==> config.mk <==
export PLATFORM = sky130hd
export DESIGN_NAME = mem_lsu
export DESIGN_NICKNAME = d
export VERILOG_FILES = /design/src/rtl/mem_lsu.sv
export SDC_FILE = /design/constraint.sdc
export NUM_CORES = 1
export LEC_CHECK = 0
export CORE_MARGIN = 1.5
export CORE_UTILIZATION = 53
export CTS_BUF_LIST = sky130_fd_sc_hd__clkbuf_4
export CTS_CLUSTER_DIAMETER = 100
export DETAILED_ROUTE_END_ITERATION = 8
export GPL_TIMING_DRIVEN = 0
export PLACE_DENSITY = 0.86
export SKIP_CTS_REPAIR_TIMING = 1
export SLEW_MARGIN = 10
export SYNTH_ARGS = -nofsm -noshare
export SYNTH_HDL_FRONTEND = slang
export SYNTH_SLANG_ARGS = --single-unit
==> constraint.sdc <==
create_clock -name clk -period 7 [get_ports clk]
set_clock_uncertainty 0.15 [all_clocks]
set_input_delay 0.7 -clock clk [delete_from_list [all_inputs] [get_ports clk]]
set_output_delay 0.7 -clock clk [all_outputs]
set_load 0.05 [all_outputs]
==> src/rtl/mem_lsu.sv <==
// Load/store unit between the core datapath and a word-addressed memory port.
// One request in flight; sub-word stores are done as read-modify-write.
module mem_lsu #(
  parameter int ADDR_W = 32
) (
  input  logic              clk,
  input  logic              rst_n,
  input  logic              req_valid,
  output logic              req_ready,
  input  logic              req_we,
  input  logic [1:0]        req_size,
  input  logic              req_unsigned,
  input  logic [ADDR_W-1:0] req_addr,
  input  logic [31:0]       req_wdata,
  output logic              resp_valid,
  output logic [31:0]       resp_rdata,
  output logic              resp_err,
  output logic              mem_read,
  output logic              mem_write,
  output logic [ADDR_W-1:0] mem_addr,
  output logic [31:0]       mem_wdata,
  input  logic [31:0]       mem_rdata
);

  typedef enum logic [2:0] {IDLE, RD, RD_WAIT, WR, RESP} state_t;

  state_t      state, state_nxt;
  logic        we_q;
  logic        uns_q;
  logic [1:0]  size_q;
  logic [1:0]  off_q;
  logic [31:0] wdata_q;

  function automatic logic misaligned(input logic [1:0] size, input logic [1:0] off);
    case (size)
      2'b00:   return 1'b0;
      2'b01:   return off[0];
      2'b10:   return off != 2'b00;
      default: return 1'b1;
    endcase
  endfunction

  function automatic logic [31:0] load_extract(input logic [31:0] word, input logic [1:0] size,
                                               input logic [1:0] off, input logic uns);
    logic        [7:0]  b;
    logic        [15:0] h;
    logic signed [7:0]  b_s;
    logic signed [15:0] h_s;
    logic signed [31:0] ext_s;
    b     = word[8*off +: 8];
    h     = off[1] ? word[31:16] : word[15:0];
    b_s   = b;
    h_s   = h;
    ext_s = '0;
    case (size)
      2'b00: begin
        ext_s = b_s;
        return uns ? {24'd0, b} : ext_s;
      end
      2'b01: begin
        ext_s = h_s;
        return uns ? {16'd0, h} : ext_s;
      end
      default: return word;
    endcase
  endfunction

  function automatic logic [31:0] store_merge(input logic [31:0] word, input logic [1:0] size,
                                              input logic [1:0] off, input logic [31:0] wd);
    logic [31:0] r;
    r = word;
    case (size)
      2'b00:   r[8*off +: 8] = wd[7:0];
      2'b01:   if (off[1]) r[31:16] = wd[15:0]; else r[15:0] = wd[15:0];
      default: r = wd;
    endcase
    return r;
  endfunction

  // state register: async reset drops the strobes immediately since they decode from state
  always_ff @(posedge clk or negedge rst_n) begin
    if (!rst_n) state <= IDLE;
    else        state <= state_nxt;
  end

  always_comb begin
    state_nxt = state;
    case (state)
      IDLE: begin
        if (req_valid) begin
          if (misaligned(req_size, req_addr[1:0]))  state_nxt = RESP;
          else if (req_we && req_size == 2'b10)      state_nxt = WR;
          else                                       state_nxt = RD;
        end
      end
      RD:      state_nxt = RD_WAIT;
      RD_WAIT: state_nxt = we_q ? WR : RESP;
      WR:      state_nxt = RESP;
      RESP:    state_nxt = IDLE;
      default: state_nxt = IDLE;
    endcase
  end

  assign req_ready  = (state == IDLE);
  assign mem_read   = (state == RD);
  assign mem_write  = (state == WR);
  assign resp_valid = (state == RESP);

  // request capture, load result and RMW merge
  always_ff @(posedge clk or negedge rst_n) begin
    if (!rst_n) begin
      we_q       <= 1'b0;
      uns_q      <= 1'b0;
      size_q     <= 2'b00;
      off_q      <= 2'b00;
      wdata_q    <= '0;
      mem_addr   <= '0;
      mem_wdata  <= '0;
      resp_rdata <= '0;
      resp_err   <= 1'b0;
    end else begin
      case (state)
        IDLE: begin
          if (req_valid) begin
            we_q     <= req_we;
            uns_q    <= req_unsigned;
            size_q   <= req_size;
            off_q    <= req_addr[1:0];
            wdata_q  <= req_wdata;
            mem_addr <= {req_addr[ADDR_W-1:2], 2'b00};
            if (req_we) mem_wdata <= req_wdata;
            if (misaligned(req_size, req_addr[1:0])) begin
              resp_rdata <= '0;
              resp_err   <= 1'b1;
            end
          end
        end
        RD_WAIT: begin
          if (we_q) begin
            mem_wdata <= store_merge(mem_rdata, size_q, off_q, wdata_q);
          end else begin
            resp_rdata <= load_extract(mem_rdata, size_q, off_q, uns_q);
            resp_err   <= 1'b0;
          end
        end
        WR: begin
          resp_rdata <= '0;
          resp_err   <= 1'b0;
        end
        default: ;
      endcase
    end
  end

endmodule

==> run summary, run 1 <==
* **number of buffers inserted during clock tree synthesis** 17
* **largest stage delay on the critical path** 0.65 ns
* **Worst Path Buf+Inv** 3
* **CTS H-tree depth** 4
* **placeable core region** 12600 µm²
* **sort of element at the end of the critical path** flip-flop
* **global-route total usage across every layer** 0.368
* **worst slew slack as a fraction of its limit** 0.314
* **sinks on the clock net** 136
* **Longest Clk Path Bufs** 2
* **overall die area** 13500 µm²
* **via count of the first global-routing pass** 6506
* **startpoint type of the worst setup path** flip-flop
* **Yosys Warn Count** 0
* **DP Area** 9070 µm²
* **proportion of layout cells with a drive suffix above 1** 0.167
* **final slew viol count** 0
* **unrepaired setup endpoints after global routing** no
* **Crit. Startpoint** off_q[1]$_DFFE_PN0P_
* **diode insertion count for antenna repair** 0
* **first-pass GRT wire length** 36.3 mm
* **finished layout cell area** 9380 µm²
* **number of fill cells** 845
* **f_max** 0.296 GHz
* **sequential fraction of the synthesis area** 0.500
* **average wire per standard cell** 23.7 µm
* **via/cell ratio** 6.25
* **maximum fanout count along the critical path** 10
* **number of port buffers** 201
* **critical register-to-register path endpoint** mem_wdata[4]$_DFFE_PN0P_
* **largest vdd supply drop** 0.401 mV
* **Overflow after GRT** 0
* **Syn-to-layout area delta** 37.7%
* **Hold Vio Cnt, Final** 0
* **power density normalized to cell area** 553 nW/µm²
* **tightest hold margin** 0.343 ns
* **Synth top area share** 0.500
* **final weighted congestion of routability-driven global placement** 0.970
* **Post-Route Setup TNS** 0 ns
* **Levels on crit path** 8
* **count of different cell masters after synthesis** 57
* **post-synthesis sequential element count** 136
* **source of the worst register-to-register timing path** off_q[1]$_DFFE_PN0P_
* **antenna violations before repair** 0
* **final critical-path setup slack** 3.62 ns
* **reported leakage power** 3.89 nW
* **Critical Setup Path Class** reg -> reg
* **Final min period** 3.38 ns
* **root buffer selected by CTS** sky130_fd_sc_hd__clkbuf_4
* **status** finished clean
* **Worst Max-Slew Pin Slew** 1.02 ns
* **Detail Placement HPWL** 18.4 mm
* **most instantiated library cell after synthesis** sky130_fd_sc_hd__dfrtp_1
* **count of nets after finishing** 947
* **length of the first detailed-routing pass in iterations** 6
* **register-to-register setup slack** 3.62 ns
* **horizontal die dimension** 116 µm
* **FP Rows** 41
* **final number of setup-violating endpoints** 0
* **Worst EP arrival** 3.71 ns
* **data required time of the critical path** 7.33 ns
* **synthesized area per cell** 11.1 µm²
* **height of the die** 116 µm
* **highest-delay cell along the critical path** sky130_fd_sc_hd__or4b_2
* **ranking of synthesized cells by area** sky130_fd_sc_hd__dfrtp_1, sky130_fd_sc_hd__mux2_2, sky130_fd_sc_hd__a221o_1
* **most used standard cells in the synthesized netlist** sky130_fd_sc_hd__dfrtp_1, sky130_fd_sc_hd__mux2_2, sky130_fd_sc_hd__nand2_1
* **cell taking the most area after synthesis** sky130_fd_sc_hd__dfrtp_1
* **portion of the clock cycle consumed by the worst path in the final layout** 0.483
* **initial detailed-routing violation count** 705
* **Max Cap Violations** 0
* **post-route DRC violation count** 0
* **TritonCTS clock tree** done
* **antenna violation net count after detailed routing** 0
* **prevailing post-synth register cell** sky130_fd_sc_hd__dfrtp_1
* **post-layout utilization of the core** 0.746
* **initial core utilization** 0.542
* **Worst Reg2Reg Path Length in Cells** 8
* **startpoint of the tightest hold check path** mem_wdata[18]$_DFFE_PN0P_
* **final wirelength** 24.2 mm
* **CTS clk-pin slew, worst paths** 0.13 ns
* **Post-Syn Instances** 616
* **critical-path cell list** clkbuf_1 -> buf_2 -> inv_1 -> ha_1 -> or4b_2 -> nand3_1 -> a221oi_1 -> o31ai_1
* **maximum number of pins on one net before global-route repair** 78
* **number of enable-type register cells in the synthesized netlist** 0
* **clk_lat worst skew** 0.58 ns
* **Tightest Hold Check Type** reg -> reg
* **proportion of synthesized flip-flops having asynchronous set or reset** 1.00
* **cell area after synthesis** 6810 µm²
* **CP endpoint** mem_wdata[4]$_DFFE_PN0P_
* **Ports** 204
* **delay-heaviest family, CP** simple AND/OR/NAND/NOR gates
* **setup slack after placement** 3.67 ns
* **total via count after detailed routing** 6395
## report_power, final
group,switching (mW),total [mW],internal (mW)
clock network,0.299,0.552,0.252
registers,0.280,1.44,1.16
logic,2.06,3.20,1.14
## per-layer routing
| layer | GRT usage | up-vias | wire (µm) |
|---|---|---|---|
| li1 | - | 2755 | - |
| met1 | 0.455 | 3077 | 9090 |
| met2 | 0.580 | 459 | 11300 |
| met3 | 0.0924 | 104 | 2380 |
| met4 | 0.231 | 0 | 1460 |
| met5 | 0 | - | 0 |
## how the worst min path moves through the flow
| stage | slack (ns) | end | cells past startpoint |
|---|---|---|---|
| final | 0.34 | mem_wdata[18]$_DFFE_PN0P_ | 2 |
| after global routing | 0.36 | mem_wdata[2]$_DFFE_PN0P_ | 2 |
| after global placement | 0.31 | mem_wdata[27]$_DFFE_PN0P_ | 2 |
| after detailed placement | 0.32 | mem_wdata[18]$_DFFE_PN0P_ | 2 |
| after floorplan | 0.25 | mem_addr[10]$_DFFE_PN0P_ | 0 |
| after CTS | -0.07 | resp_rdata[19]$_DFFE_PN0P_ | 1 |
## worst register-to-register path, delay by kind of cell, from the launching register on
family          cells  cell delay, ns
compound gates      2            0.45
fa+ha+maj           1            0.45
buf+inv             3            0.87
flops               1            0.38
simple gates        2            1.00
## metrics by stage
stage	cells	total power [mW]
after floorplan	617	3.49
after global placement	990	4.52
after CTS	1023	5.16
after detailed placement	991	4.60
final	1024	5.19
after global routing	1024	5.42
## registers in the layout, summed over array words and instances (netlist names)
signal,flops
uns_q,1
resp_rdata,32
wdata_q,32
resp_err,1
we_q,1
state,3
off_q,2
size_q,2
mem_addr,30
mem_wdata,32
## logic make-up after synthesis
logic type	count (synthesis)	share of synthesized area
flops	136	0.500
simple gates	131	0.0984
compound gates	185	0.202
buf+inv	69	0.0439
mux	89	0.146
other cells	1	0.000550
fa+ha+maj	5	0.00918
## layout by cell type (no fill, tap or decap), drive strengths merged, types with 7 or more instances in the layout
cell type	instances
nor3	9
clkbuf	48
a211oi	14
nand2	60
o2bb2ai	11
inv	16
buf	26
o21ai	22
nand2b	12
a221o	25
o31ai	25
mux2i	13
mux2	75
a21boi	7
clkinv	7
a221oi	18
o22ai	17
clkdlybuf4s50	200
nor2	25
a21oi	30
dfrtp	136
## layout make-up
type                            count  area (µm²)  area share
Buffer                             53         239      0.0255
Sequential cell                   136        3400       0.363
Timing Repair Buffer              203        2050       0.219
Clock buffer                       19         143      0.0152
Tap cell                          172         215      0.0229
Clock inverter                     13         155      0.0165
Multi-Input combinational cell    412        3110       0.332
Inverter                           16        60.1     0.00640
No activity file was read; power rests on OpenSTA's default activity.
==> run 2: changes to the inputs <==
--- a/config.mk
+++ b/config.mk
@@ -6,12 +6,12 @@
 export NUM_CORES = 1
 export LEC_CHECK = 0
 export CORE_MARGIN = 1.5
-export CORE_UTILIZATION = 53
+export CORE_UTILIZATION = 44
 export CTS_BUF_LIST = sky130_fd_sc_hd__clkbuf_4
 export CTS_CLUSTER_DIAMETER = 100
 export DETAILED_ROUTE_END_ITERATION = 8
 export GPL_TIMING_DRIVEN = 0
-export PLACE_DENSITY = 0.86
+export PLACE_DENSITY = 0.75
 export SKIP_CTS_REPAIR_TIMING = 1
 export SLEW_MARGIN = 10
 export SYNTH_ARGS = -nofsm -noshare
==> constraint.sdc (replaced) <==
create_clock -name clk -period 2.85 [get_ports clk]
set_clock_uncertainty 0.15 [all_clocks]
set_input_delay 0.285 -clock clk [delete_from_list [all_inputs] [get_ports clk]]
set_output_delay 0.285 -clock clk [all_outputs]
set_load 0.05 [all_outputs]
==> run summary, run 2 (synthesized netlist as in run 1, its figures left out) <==
* **first-pass GRT wire length** 35.5 mm, -2.2%
* **largest stage delay on the critical path** 0.87 ns, +0.22 ns
* **wire length on met1** 9.81 mm, +8.0%
* **overall die area** 16200 µm², +20%
* **final slew viol count** 0, unchanged
* **post-route DRC violation count** 0, unchanged
* **sort of element at the end of the critical path** flip-flop
* **Worst Path Buf+Inv** 1, -2
* **cell-internal power** 6.34 mW, +150%
* **CTS clk-pin slew, worst paths** 0.13 ns, about the same
* **part of the total power dissipated in combinational logic** 0.615, about the same
* **final number of setup-violating endpoints** 0, unchanged
* **portion of the clock cycle consumed by the worst path in the final layout** 0.961, +0.478
* **diode insertion count for antenna repair** 0, unchanged
* **Longest Clk Path Bufs** 2, unchanged
* **switching power as a share of total power** 0.505, -0.00325
* **Critical Setup Path Class** reg -> reg
* **Detail Placement HPWL** 17.6 mm, -4.1%
* **part of the total power dissipated in the clock network** 0.108, +0.002
* **final wirelength** 23.6 mm, -2.7%
* **Sequential Power Share** 0.277, about the same
* **count of nets after finishing** 955, +0.84%
* **DP Area** 9090 µm², +0.22%
* **total via count after detailed routing** 6360, -0.55%
* **Worst Reg2Reg Path Length in Cells** 5, -3
* **Crit. Startpoint** state[2]$_DFFE_PN0N_
* **root buffer selected by CTS** sky130_fd_sc_hd__clkbuf_4
* **critical register-to-register path endpoint** mem_wdata[9]$_DFFE_PN0P_
* **length of the first detailed-routing pass in iterations** 5, -1
* **placeable core region** 15100 µm², +21%
* **via count of the first global-routing pass** 6254, -3.9%
* **overall power of the completed layout** 12.8 mW, +150%
* **uppermost signal routing layer after detailed routing** met4
* **register-to-register setup slack** 0.11 ns, -3.51 ns
* **average wire per standard cell** 22.5 µm, -5.0%
* **Max Cap Violations** 0, unchanged
* **global-route total usage across every layer** 0.292, -0.0752
* **net switching component of the power** 6.47 mW, +150%
* **height of the die** 127 µm, +9.5%
* **initial detailed-routing violation count** 613, -13%
* **sinks on the clock net** 136, unchanged
* **highest-delay cell along the critical path** sky130_fd_sc_hd__a2111oi_0
* **Syn-to-layout area delta** 39.6%
* **reported leakage power** 3.95 nW, +1.4%
* **unrepaired setup endpoints after global routing** no
* **Tightest Hold Check Type** in -> async
* **final weighted congestion of routability-driven global placement** 0.936, -3.6%
* **Worst EP arrival** 2.99 ns, -0.72 ns
* **status** finished clean
* **Ports** 204, unchanged
* **Final min period** 2.74 ns, -0.639 ns
* **antenna violation net count after detailed routing** 0, unchanged
* **proportion of layout cells with a drive suffix above 1** 0.180, +0.0136
* **Overflow after GRT** 0, unchanged
* **source of the worst register-to-register timing path** state[2]$_DFFE_PN0N_
* **met2 routed WL** 10.5 mm, -7.1%
* **largest registers ranked by flip-flop count** mem_wdata x32, resp_rdata x32, wdata_q x32
* **horizontal die dimension** 127 µm, +9.5%
* **initial core utilization** 0.450, -0.0922
* **critical-path cell list** buf_2 -> nor3b_1 -> o22ai_2 -> a2111oi_0 -> a211oi_1
* **startpoint type of the worst setup path** flip-flop
* **f_max** 0.365 GHz, +23%
* **finished layout cell area** 9510 µm², +1.4%
* **maximum number of pins on one net before global-route repair** 79, +1.3%
* **largest vdd supply drop** 0.825 mV, +110%
* **power density normalized to cell area** 1350 nW/µm², +140%
* **Worst Max-Slew Pin Slew** 0.914 ns, -0.107 ns
* **number of buffers inserted during clock tree synthesis** 17, unchanged
* **TritonCTS clock tree** done
* **FP Rows** 45, +9.8%
* **delay-heaviest family, CP** compound AO/OA/AOI/OAI gates
* **leading cell type in the layout, fill and taps excluded** sky130_fd_sc_hd__clkdlybuf4s50_1
* **Hold Vio Cnt, Final** 0, unchanged
* **highest-count cells in the layout ignoring fill and taps** sky130_fd_sc_hd__clkdlybuf4s50_1, sky130_fd_sc_hd__dfrtp_1, sky130_fd_sc_hd__mux2_2, sky130_fd_sc_hd__nand2_1, sky130_fd_sc_hd__a21oi_1
* **worst slew slack as a fraction of its limit** 0.375, +0.0607
* **CTS H-tree depth** 4, unchanged
* **clk_lat worst skew** 0.56 ns, -0.02 ns
* **number of port buffers** 201, unchanged
* **maximum fanout count along the critical path** 10, unchanged
* **antenna violations before repair** 0, unchanged
* **wire length on met3** 2.32 mm, -2.5%
* **via/cell ratio** 6.07, -2.8%
* **data required time of the critical path** 3.11 ns, -4.22 ns
[run 2: changes by cell type in the layout (fill, tap and decap cells not counted), moves of 2 or more]
cell / change
sky130_fd_sc_hd__buf_4: +9
sky130_fd_sc_hd__clkinv_2: -3
sky130_fd_sc_hd__clkbuf_4: -2
sky130_fd_sc_hd__clkinvlp_4: +2
sky130_fd_sc_hd__dfrtp_1: -2
sky130_fd_sc_hd__dfrtp_2: +2
sky130_fd_sc_hd__inv_6: +2
[run 2: how the worst max path moves through the flow]
stage          slack [ns]                       end  depth (start not counted)
2_1_floorplan        0.17  mem_wdata[0]$_DFFE_PN0P_                          8
3_3_place_gp        -3.92  mem_addr[18]$_DFFE_PN0P_                          1
3_5_place_dp        -0.54  mem_wdata[0]$_DFFE_PN0P_                          8
4_1_cts             -0.57  mem_wdata[0]$_DFFE_PN0P_                          8
5_1_grt            0.0002                  mem_read                          3
6_report             0.11  mem_wdata[9]$_DFFE_PN0P_                          5
[run 2: area by class of cell]
class,count,area [µm²]
Buffer,52,241
Clock buffer,17,128
Clock inverter,15,178
Fill cell,1230,5630
Inverter,16,63.8
Multi-Input combinational cell,412,3140
Sequential cell,136,3410
Tap cell,188,235
Timing Repair Buffer,212,2120
[run 2: through the flow]
step	setup TNS (ns)	hold slack [ns]	std cells	setup slack, ns	util
floorplan	0	-0.161	617	0.170	-
global placement	-538.52	0.317	1006	-3.92	0.598
detailed placement	-8.62	0.142	1007	-0.542	0.600
CTS	-9.70	-0.493	1039	-0.575	0.620
global route	0	0.105	1048	0.000154	0.628
finish	0	0.104	1048	0.111	0.628
[run 2: worst register-to-register path, cell delays in order (launching register included)]
cell	delay, ns
sky130_fd_sc_hd__dfrtp_1	0.40
sky130_fd_sc_hd__buf_2	0.18
sky130_fd_sc_hd__nor3b_1	0.54
sky130_fd_sc_hd__o22ai_2	0.35
sky130_fd_sc_hd__a2111oi_0	0.87
sky130_fd_sc_hd__a211oi_1	0.11
[run 2: power groups by stage]
stage               combinational [mW]  sequential [mW]  clock (mW)
detailed placement                7.69             3.56           0
global route                      8.28             3.64        1.50
finish                            7.87             3.55        1.39
global placement                  7.59             3.50           0
CTS                               7.72             3.52        1.41
floorplan                         3.06             5.52           0
[run 2: routing by layer]
layer | vias to the layer above | global-route usage
li1 | 2784 | -
met1 | 3120 | 0.380
met2 | 390 | 0.454
met3 | 66 | 0.0829
met4 | 0 | 0.134
met5 | - | 0
